--- src/rtl/csr_to_ram_banked_rmw_bridge.sv ---
// Bridges single-outstanding CSR accesses onto NUM_BANKS synchronous single-port RAM banks.
// Define CSR_TO_RAM_BRIDGE_RMW_EN to turn writes with partial bytes into read-modify-write.
module csr_to_ram_banked_rmw_bridge #(
  parameter int unsigned WORD_BIT_WIDTH      = 32,
  parameter int unsigned BYTE_ADDR_BIT_WIDTH = 10,
  parameter int unsigned NUM_BANKS           = 2,
  parameter int unsigned RAM_RD_LATENCY      = 1,
  parameter int unsigned WORD_ADDR_BIT_WIDTH =
    BYTE_ADDR_BIT_WIDTH - $clog2(WORD_BIT_WIDTH / 8) - $clog2(NUM_BANKS)
) (
  input  logic                                i_clk,
  input  logic                                i_sync_rst,
  input  logic                                i_acc_req,
  input  logic                                i_acc_req_is_wr,
  input  logic [BYTE_ADDR_BIT_WIDTH-1:0]      i_byte_addr,
  input  logic [WORD_BIT_WIDTH-1:0]           i_wr_data,
  input  logic [WORD_BIT_WIDTH-1:0]           i_wr_bit_en,
  output logic                                o_rd_ack,
  output logic [WORD_BIT_WIDTH-1:0]           o_rd_data,
  output logic                                o_wr_ack,
  output logic                                o_busy,
  output logic [NUM_BANKS-1:0]                o_ram_re,
  output logic [NUM_BANKS-1:0]                o_ram_we,
  output logic [WORD_ADDR_BIT_WIDTH-1:0]      o_ram_word_addr,
  output logic [WORD_BIT_WIDTH/8-1:0]         o_ram_wr_byte_en,
  output logic [WORD_BIT_WIDTH-1:0]           o_ram_wr_data,
  input  logic [NUM_BANKS*WORD_BIT_WIDTH-1:0] i_ram_rd_data
);

  localparam int unsigned NumBytes = WORD_BIT_WIDTH / 8;
  localparam int unsigned ByteOffW = $clog2(NumBytes);
  localparam int unsigned BankW    = $clog2(NUM_BANKS);
  localparam int unsigned BankIdxW = (BankW > 0) ? BankW : 1;
  localparam int unsigned WordW    = BYTE_ADDR_BIT_WIDTH - ByteOffW;
  localparam int unsigned CntW     = 2;
  localparam logic [CntW-1:0] LastCnt = CntW'(RAM_RD_LATENCY - 1);

  typedef enum logic [1:0] {StIdle, StRdWait, StRmwRdWait, StRmwWr} state_e;

  state_e                         state_q, state_d;
  logic [CntW-1:0]                cnt_q, cnt_d;
  logic [BankIdxW-1:0]            bank_q;
  logic [WORD_ADDR_BIT_WIDTH-1:0] addr_q;
  logic                           wr_ack_q, wr_ack_d;

  logic [WordW-1:0]          req_word;
  logic [BankIdxW-1:0]       req_bank;
  logic [NUM_BANKS-1:0]      req_sel;
  logic [NumBytes-1:0]       full_be;
  logic                      accept;
  logic                      rmw_req;
  logic                      last_wait;
  logic [WORD_BIT_WIDTH-1:0] rd_slice;
  logic                      unused_addr;

  assign req_word    = i_byte_addr[BYTE_ADDR_BIT_WIDTH-1:ByteOffW];
  assign unused_addr = ^{i_byte_addr, 1'b0};

  if (NUM_BANKS > 1) begin : g_bank
    assign req_bank = req_word[WordW-1 -: BankW];
  end else begin : g_no_bank
    assign req_bank = '0;
  end

  assign req_sel   = NUM_BANKS'(1) << req_bank;
  assign accept    = i_acc_req & (state_q == StIdle) & ~i_sync_rst;
  assign last_wait = (cnt_q == LastCnt);
  assign rd_slice  = i_ram_rd_data[bank_q * WORD_BIT_WIDTH +: WORD_BIT_WIDTH];

  always_comb begin
    full_be = '0;
    for (int k = 0; k < NumBytes; k++) begin
      full_be[k] = &i_wr_bit_en[8*k +: 8];
    end
  end

`ifdef CSR_TO_RAM_BRIDGE_RMW_EN
  logic [WORD_BIT_WIDTH-1:0] wr_data_q, bit_en_q, merged_q;
  logic                      has_partial;

  always_comb begin
    has_partial = 1'b0;
    for (int k = 0; k < NumBytes; k++) begin
      if (!(&i_wr_bit_en[8*k +: 8]) && (|i_wr_bit_en[8*k +: 8])) has_partial = 1'b1;
    end
  end

  assign rmw_req = i_acc_req_is_wr & has_partial;

  always_ff @(posedge i_clk) begin
    if (i_sync_rst) begin
      wr_data_q <= '0;
      bit_en_q  <= '0;
      merged_q  <= '0;
    end else begin
      if (accept) begin
        wr_data_q <= i_wr_data;
        bit_en_q  <= i_wr_bit_en;
      end
      if (state_q == StRmwRdWait && last_wait) begin
        merged_q <= (rd_slice & ~bit_en_q) | (wr_data_q & bit_en_q);
      end
    end
  end
`else
  assign rmw_req = 1'b0;
`endif

  always_ff @(posedge i_clk) begin
    if (i_sync_rst) begin
      state_q  <= StIdle;
      cnt_q    <= '0;
      bank_q   <= '0;
      addr_q   <= '0;
      wr_ack_q <= 1'b0;
    end else begin
      state_q  <= state_d;
      cnt_q    <= cnt_d;
      wr_ack_q <= wr_ack_d;
      if (accept) begin
        bank_q <= req_bank;
        addr_q <= req_word[WORD_ADDR_BIT_WIDTH-1:0];
      end
    end
  end

  always_comb begin
    state_d  = state_q;
    cnt_d    = cnt_q;
    wr_ack_d = (state_q == StRmwWr);
    case (state_q)
      StIdle: begin
        if (accept) begin
          cnt_d = '0;
          if (!i_acc_req_is_wr) state_d = StRdWait;
          else if (rmw_req)     state_d = StRmwRdWait;
          else                  wr_ack_d = 1'b1;
        end
      end
      StRdWait: begin
        if (last_wait) state_d = StIdle;
        else           cnt_d   = cnt_q + CntW'(1);
      end
      StRmwRdWait: begin
        if (last_wait) state_d = StRmwWr;
        else           cnt_d   = cnt_q + CntW'(1);
      end
      StRmwWr: state_d = StIdle;
      default: state_d = StIdle;
    endcase
  end

  // Every output is forced low while reset is asserted, including the cycle-0 enables.
  always_comb begin
    o_rd_ack         = 1'b0;
    o_rd_data        = '0;
    o_ram_re         = '0;
    o_ram_we         = '0;
    o_ram_word_addr  = '0;
    o_ram_wr_byte_en = '0;
    o_ram_wr_data    = '0;
    o_wr_ack         = wr_ack_q & ~i_sync_rst;
    o_busy           = ~i_sync_rst & ((state_q != StIdle) |
                                      (accept & (~i_acc_req_is_wr | rmw_req)));
    if (!i_sync_rst) begin
      case (state_q)
        StIdle: begin
          if (accept) begin
            o_ram_word_addr = req_word[WORD_ADDR_BIT_WIDTH-1:0];
            if (!i_acc_req_is_wr || rmw_req) begin
              o_ram_re = req_sel;
            end else begin
              o_ram_we         = (|full_be) ? req_sel : '0;
              o_ram_wr_byte_en = full_be;
              o_ram_wr_data    = i_wr_data;
            end
          end
        end
        StRdWait: begin
          o_ram_word_addr = addr_q;
          if (last_wait) begin
            o_rd_ack  = 1'b1;
            o_rd_data = rd_slice;
          end
        end
        StRmwRdWait: o_ram_word_addr = addr_q;
        StRmwWr: begin
          o_ram_word_addr = addr_q;
`ifdef CSR_TO_RAM_BRIDGE_RMW_EN
          o_ram_we         = NUM_BANKS'(1) << bank_q;
          o_ram_wr_byte_en = '1;
          o_ram_wr_data    = merged_q;
`endif
        end
        default: ;
      endcase
    end
  end

endmodule
--- config.mk ---
export PLATFORM = sky130hd
export DESIGN_NAME = csr_to_ram_banked_rmw_bridge
export DESIGN_NICKNAME = d
export VERILOG_FILES = /design/src/rtl/csr_to_ram_banked_rmw_bridge.sv
export SDC_FILE = /design/constraint.sdc
export NUM_CORES = 1
export LEC_CHECK = 0
export ABC_AREA = 0
export CORE_MARGIN = 3
export CORE_UTILIZATION = 22
export CTS_BUF_LIST = sky130_fd_sc_hd__clkbuf_8
export DETAILED_ROUTE_END_ITERATION = 8
export PLACE_DENSITY = 0.88
export SYNTH_ARGS = -nofsm -noshare
export SYNTH_HDL_FRONTEND = slang
export SYNTH_SLANG_ARGS = --single-unit
--- constraint.sdc ---
create_clock -name i_clk -period 1.7 [get_ports i_clk]
set_input_delay 0.34 -clock i_clk [delete_from_list [all_inputs] [get_ports i_clk]]
set_output_delay 0.34 -clock i_clk [all_outputs]
set_load 0.01 [all_outputs]
==> results of run 1 <==
-- registers in the layout, summed over array words and instances (netlist names) --
signal / cells
addr_q: 7
cnt_q: 2
state_q: 2
bank_q: 1
wr_ack_q: 1
-- metrics by stage --
stage	utilization, %	setup TNS [ns]	total power (µW)	hold WS (ns)
3_5_place_dp	61.8	-50.46	1270	0.444
2_1_floorplan	-	0	648	0.436
6_report	76.2	-17.51	1890	0.452
5_1_grt	76.2	-21.80	1980	0.466
4_1_cts	70.3	-16.91	1740	0.450
3_3_place_gp	61.8	-47.05	1250	0.439
-- layout make-up --
class	instances	area [µm²]	share of cell area [%]
clock buffers	3	41.3	0.825
inverters	6	25.0	0.500
flip-flops and latches	13	264	5.27
repair buffers	278	2810	56.2
multi-input cells	186	1740	34.8
well taps	93	116	2.32
clock inverters	1	3.75	0.0750
-- power by group --
part / internal [µW] / switching (µW) / total, µW
sequential: 326 / 12.9 / 338
clock: 160 / 119 / 279
combinational: 766 / 511 / 1280
-- how the worst max path moves through the flow --
stage                            startpoint           endpoint  slack, ns
floorplan           state_q[0]$_SDFFE_PP0P_        o_ram_we[1]       0.04
global placement                  i_acc_req        o_ram_we[1]      -0.68
detailed placement               i_sync_rst        o_ram_we[1]      -0.73
CTS                 state_q[1]$_SDFFE_PP0P_       o_rd_data[3]      -0.25
global route        state_q[1]$_SDFFE_PP0P_      o_rd_data[10]      -0.35
finish              state_q[1]$_SDFFE_PP0P_  o_ram_wr_data[10]      -0.28
-- tightest hold or removal path: stages (launching register included) --
cell and delay, ns:
dfxtp_1 0.31, nand2_1 0.05, a21oi_1 0.05
-- layout by cell type, fill, tap and decap left out, types with 6 or more instances in the layout --
cell             netlist  routed
a21oi_1               17       9
a21oi_2                0       8
and3_4                 0      30
buf_12                 0       6
buf_2                  5      24
buf_4                  0      34
buf_6                  1      67
clkdlybuf4s50_1        0     136
dfxtp_1               13      10
mux2i_1               33      33
nand2_1               21      12
nand2_4                0       7
nand2b_1               8       6
nand4_1                8       8
nor2_1                41       7
nor2_2                 0       9
nor2_4                 0      25
-- routing by layer --
| metal | track usage, % | part of all wire (%) | vias up |
|---|---|---|---|
| li1 | - | - | 1309 |
| met1 | 24.4 | 34 | 1295 |
| met2 | 42.6 | 55 | 150 |
| met3 | 5.53 | 8.0 | 26 |
| met4 | 8.53 | 2.9 | 0 |
| met5 | 0 | 0 | - |
-- cells by family (layout without fill, tap and decap cells) --
family / after synthesis / after routing / synth area share (%)
buf+inv: 24 / 288 / 6.76
fa+ha+maj: 6 / 6 / 4.89
flops: 13 / 13 / 17.0
simple gates: 125 / 125 / 41.0
compound gates: 21 / 21 / 7.91
mux: 34 / 34 / 22.5
-- timing repair --
item,in CTS,in global routing
buffers inserted,22,3
resized for setup,475,86
cloned,5,1
pin swaps,61,27
endpoints found under the hold margin,0,0
setup endpoints to repair,83,83
==> metrics.yaml, run 1 <==
status: "complete, but fails checks"
violations: "setup timing"
vias: 2780
track_usage_pct: 22.7
synth_area_leaders: "mux2i_1 (22%), dfxtp_1 (17%), and3_1 (13%)"
hp-class: "flip-flop to flip-flop"
crit_chain: "inv_2, ha_4, and3b_2, buf_12, buf_16, and3_4, buf_6"
crit_type: "flip-flop to primary output"
drtIter0Drc: 52
io_buffer_count: 221
r2r_start: "state_q[1]$_SDFFE_PP0P_"
startpoint_type: "flip-flop"
yosysSeqAreaShare_pct: 17.0
wl_per_cell_um: 19.0
fin_crit_sh_pct: 116
area_growth_pct: 226
synth_top_cell_by_area: "mux2i_1"
yosysMostFrequentCell: "nor2_1"
cts_tree: "built"
grt-ovfl-total: 0
clk_latency_ns: 0.25
post-place-ws_ns: -0.727
numCtsBuffers: 3
rsz0062_at_grt: "yes"
grt_max_degree: 34
fin_skew_ns: 0.00202
fin_ws_ns: -0.278
holdPathEnd: "cnt_q[0]$_SDFFE_PP0P_"
via_per_inst: 4.79
clkSlewWorstSetupHoldPaths_ns: 0.06
ys_async_sr_fraction_pct: 0
cpMaxStageDelayCell: "dfxtp_2"
cp_num_cells: 7
cts.htree.levels: 1
n_fill_cell: 419
avgSynthCellArea_um2: 6.88
hold_viol_final: 0
synth_top_area_share_pct: 21.5
synth.net_count: 371
r2r-end: "cnt_q[1]$_SDFFE_PP0P_"
die_x_um: 89.5
slew_viol_final: 0
worst_ep_arrival_time_ns: 1.64
core_area_um2: 6570
final_layout_size_suffix_gt1_share_pct: 50.5
synth_cells: 223
dp.cells: 549
initial_core_util_pct: 23.4
drt-total-wl_um: 11000
nNetsFinal: 636
final_cells: 580
cts.sinks: 13
path_max_fanout: 8
antenna_found_initial: 0
diodes: 0
ant_nets: 0
critPathRequiredTime_ns: 1.36
cap_violations: 0
leakage_uw: 0.00208
drc_errors: 0
ys.flop_type: "dfxtp_1"
synth_warnings: 0
hold_buffers: 0
setup-violations-final: 82
placementRows: 29
worstMarginPinSlew_ns: 0.360
crit_buf_inv: 4
fin_crit_ns: 1.98
fin_area_um2: 5010
dr.pass1.iters: 4
synthesis.area_um2: 1540
crit_path_end_kind: "primary output"
clock-root-buffer: "clkbuf_8"
vdd_drop_max_v: 0.000283
regToRegSetupSlack_ns: -0.11
crit_family: "buffers and inverters"
whs_path_depth: 2
grt_pass1_vias: 2858
dieArea_um2: 8020
die_height_um: 89.5
synth_edf_count: 0
reg2reg_depth: 9
hpwl_um: 7250
fmax_mhz: 505
io_pins: 224
dpl-instance-area_um2: 4060
synthTopCellsByCount: "nor2_1 (41), mux2i_1 (33), and3_1 (32)"
hold_path.startpoint: "cnt_q[0]$_SDFFE_PP0P_"
synth.distinct_cells: 25
pwr_density_cell_nw_per_um2: 378
clock_path_buffers: 2
synth_seq_cells: 13
gp_congestion: 0.748
maxSlewHeadroom_pct: 75.3
cpPeakStageDelay_ns: 0.33
grt_first_pass_wirelength_um: 14100
(Power assumes the default switching activity.)
==> inputs of run 2 (changes only) <==
--- a/config.mk
+++ b/config.mk
@@ -6,9 +6,11 @@
 export NUM_CORES = 1
 export LEC_CHECK = 0
 export ABC_AREA = 0
+export CAP_MARGIN = 40
 export CORE_MARGIN = 3
 export CORE_UTILIZATION = 22
 export CTS_BUF_LIST = sky130_fd_sc_hd__clkbuf_8
+export CTS_CLUSTER_SIZE = 20
 export DETAILED_ROUTE_END_ITERATION = 8
 export PLACE_DENSITY = 0.88
 export SYNTH_ARGS = -nofsm -noshare
==> results of run 2 <==
The final DEF is identical to that of run 1; final timing and power are the same.
==> inputs of run 3 (changes only) <==
--- a/config.mk
+++ b/config.mk
@@ -12,7 +12,9 @@
 export CTS_BUF_LIST = sky130_fd_sc_hd__clkbuf_8
 export CTS_CLUSTER_SIZE = 20
 export DETAILED_ROUTE_END_ITERATION = 8
+export HOLD_SLACK_MARGIN = 0.12
 export PLACE_DENSITY = 0.88
+export SLEW_MARGIN = 20
 export SYNTH_ARGS = -nofsm -noshare
 export SYNTH_HDL_FRONTEND = slang
 export SYNTH_SLANG_ARGS = --single-unit
==> results of run 3 <==
The final DEF is identical to that of run 1; final timing and power are the same.
==> variant: new RTL, settings of run 2 <==
The option `CSR_TO_RAM_BRIDGE_RMW_EN` is turned on by a define.
--- a/src/rtl/csr_to_ram_banked_rmw_bridge.sv
+++ b/src/rtl/csr_to_ram_banked_rmw_bridge.sv
@@ -1,5 +1,7 @@
 // Bridges single-outstanding CSR accesses onto NUM_BANKS synchronous single-port RAM banks.
 // Define CSR_TO_RAM_BRIDGE_RMW_EN to turn writes with partial bytes into read-modify-write.
+`define CSR_TO_RAM_BRIDGE_RMW_EN
+
 module csr_to_ram_banked_rmw_bridge #(
   parameter int unsigned WORD_BIT_WIDTH      = 32,
   parameter int unsigned BYTE_ADDR_BIT_WIDTH = 10,
Behaviour: not the same (a bounded check fails within 4 cycles, from zero or initial values and one cycle with i_sync_rst high).
==> variant against run 2 <==
  * The run still ends with negative setup slack left
  * Cell count rose by 140%
  * Combinational power grew to 3.6 times the old value
  * Clock skew up 19 ps
  * Design area grew 100%
  * Synthesized area increased to 3.4 times the old value
  * Fmax fell by 18%
  * Power increased to 5.1 times the old value
  * Sequential cell count rose by 96
  * Routed wire length rose by 130%
  * Register-to-register slack lost 100 ps
  * Setup slack worse by 440 ps
  * Largest power group unchanged
==> variant: results (changes against run 2) <==
** Status
- Run status :: finished, violations left
- Failing checks :: negative setup slack

** Clock tree
- The total CTS buffers came to 9 (+6).
- Clock transition at path regs :: 100 ps (+40 ps)
- The total number of H-tree levels came to 3 (+2).
- The number of clock sinks is 109 (+96).

** Hold path
- The startpoint identified for the worst hold timing path is i_wr_bit_en[8].

** Pwr
- Leakage power total :: 0.00428 uW (+110%)
- The total power density per cell area was 946 nW/um^2 (+150%).
- The net switching power is 3510 uW (+450%).
- Clock share of power :: 16.9% (+2.2 points)
- Power dissipated in sequential cells :: 3440 uW (+920%)

** Global routing
- Number of antenna violations at the first check in global routing :: 1 (+1)
- Maximum number of pins on one net before global-route repair :: 42 (+24%)
- Number of global-route vias before repair :: 6749 (+140%)
- The total track usage was 17.5% (-5.2 points).

** Timing
- The final total negative setup slack was -52850 ps (-35340 ps).
- The worst-case clock skew came to 20.7 ps (+18.7 ps).
- Setup slack after layout :: -722 ps (-443 ps)
- Number of endpoints failing setup at the final stage :: 156 (+90%)
- Slew of the pin with the lowest slew margin :: 416 ps (+55.4 ps)

** Critical path
- Slowest stage cell, crit path :: sky130_fd_sc_hd__a221oi_4
- The highest cell delay on the worst timing path came to 300 ps (-30 ps).
- The depth of the worst register-to-register path was 11 (+2).
- The reg2reg setup slack came to -210 ps (-100 ps).
- Critical R2R Launch :: state_q[0]$_SDFFE_PP0P_
- The worst register-to-register path ends at state_q[0]$_SDFFE_PP0P_.
- In this run the worst setup path begins at i_wr_bit_en[5].
- The arrival time of the worst setup path came to 2080 ps (+440 ps).

** Yosys
- Biggest area contributors in the synthesized netlist :: sky130_fd_sc_hd__dfxtp_1 (42%), sky130_fd_sc_hd__nand2_1 (17%), sky130_fd_sc_hd__a22o_1 (6.7%)
- The count of different cell masters after synthesis is 37 (+48%).
- Sequential fraction of the synthesis area :: 41.8% (+25 points)

** Layout
- Fill cell total of the finished layout :: 2146 (+410%)
- Share of cells above drive strength 1 :: 42.2% (-8.3 points)
- The number of logic inverters in the finished layout came to 7 (+1).
- Clock network area share :: 1.95% (+1.0 points)
- Buffer share of cell area :: 37.5% (-19 points)
- In the final layout, the registers with the most flip-flops are bit_en_q: 32 flops, merged_q: 32 flops, wr_data_q: 32 flops.
- The fraction of standard cell area in multi-input logic came to 35.0% (+0.20 points).
- The final-stage net count came to 1207 (+90%).
- Buffer count excluding the clock tree in the final layout :: 400 (+44%)

** Route
- The detailed-route via count came to 6449 (+130%).
- Drt first-iter violations :: 346 (+570%)
- Mean routed wirelength per cell :: 18.0 um (-5.1%)

** Place
- Final weighted congestion of routability-driven global placement :: 0.839 (+12%)
## variant: cell types whose count changed in the layout (fill, tap and decap cells not counted), moves of 15 or more
cell,delta
sky130_fd_sc_hd__nand2_1,+204
sky130_fd_sc_hd__dfxtp_1,+96
sky130_fd_sc_hd__buf_4,+82
sky130_fd_sc_hd__buf_2,+44
sky130_fd_sc_hd__a22o_1,+40
sky130_fd_sc_hd__o21ai_0,+33
sky130_fd_sc_hd__and3_4,-30
sky130_fd_sc_hd__clkdlybuf4s50_1,-30
sky130_fd_sc_hd__o21ai_2,+30
sky130_fd_sc_hd__a21oi_1,+24
sky130_fd_sc_hd__buf_12,+15
## variant: per-stage QoR
step | util [%] | instances | cell area, um^2 | worst slack (ps)
floorplan | - | 693 | 5510 | -257
global placement | 38.9 | 1303 | 8930 | -1670
detailed placement | 38.9 | 1303 | 8930 | -1740
CTS | 42.4 | 1365 | 9750 | -714
global route | 44.5 | 1377 | 10200 | -803
finish | 44.5 | 1377 | 10200 | -722
## variant: what timing repair did
action                     CTS  global route
pin swaps                   70            57
buffers inserted            42            17
setup endpoints to repair   86           108
gates cloned                 8             7
gates resized for setup    589           104
## variant: kinds of logic (layout without fill, tap and decap cells)
family,after synthesis,after routing,share of synthesized area (%)
and+or+nand+nor,329,329,26.4
AOI/OAI and AO/OA,165,165,19.9
DFF,109,109,41.8
buffers and inverters,52,423,4.34
muxes,32,32,6.14
adders and majority gates,6,6,1.44
## variant: layer usage
layer  routed length (um)  GRT usage [%]  part of all wire, %
met1                 9910           20.1                   40
met2                12600           30.8                   51
met3                 1480           4.70                  6.0
met4                  740           6.98                  3.0
met5                   13              0                0.052
## variant: critical path, delay by kind of cell
kind / cells / cell delay (ps)
AO/OA/AOI/OAI: 2 / 430
buffers and inverters: 5 / 770
AND/OR/NAND/NOR: 3 / 530
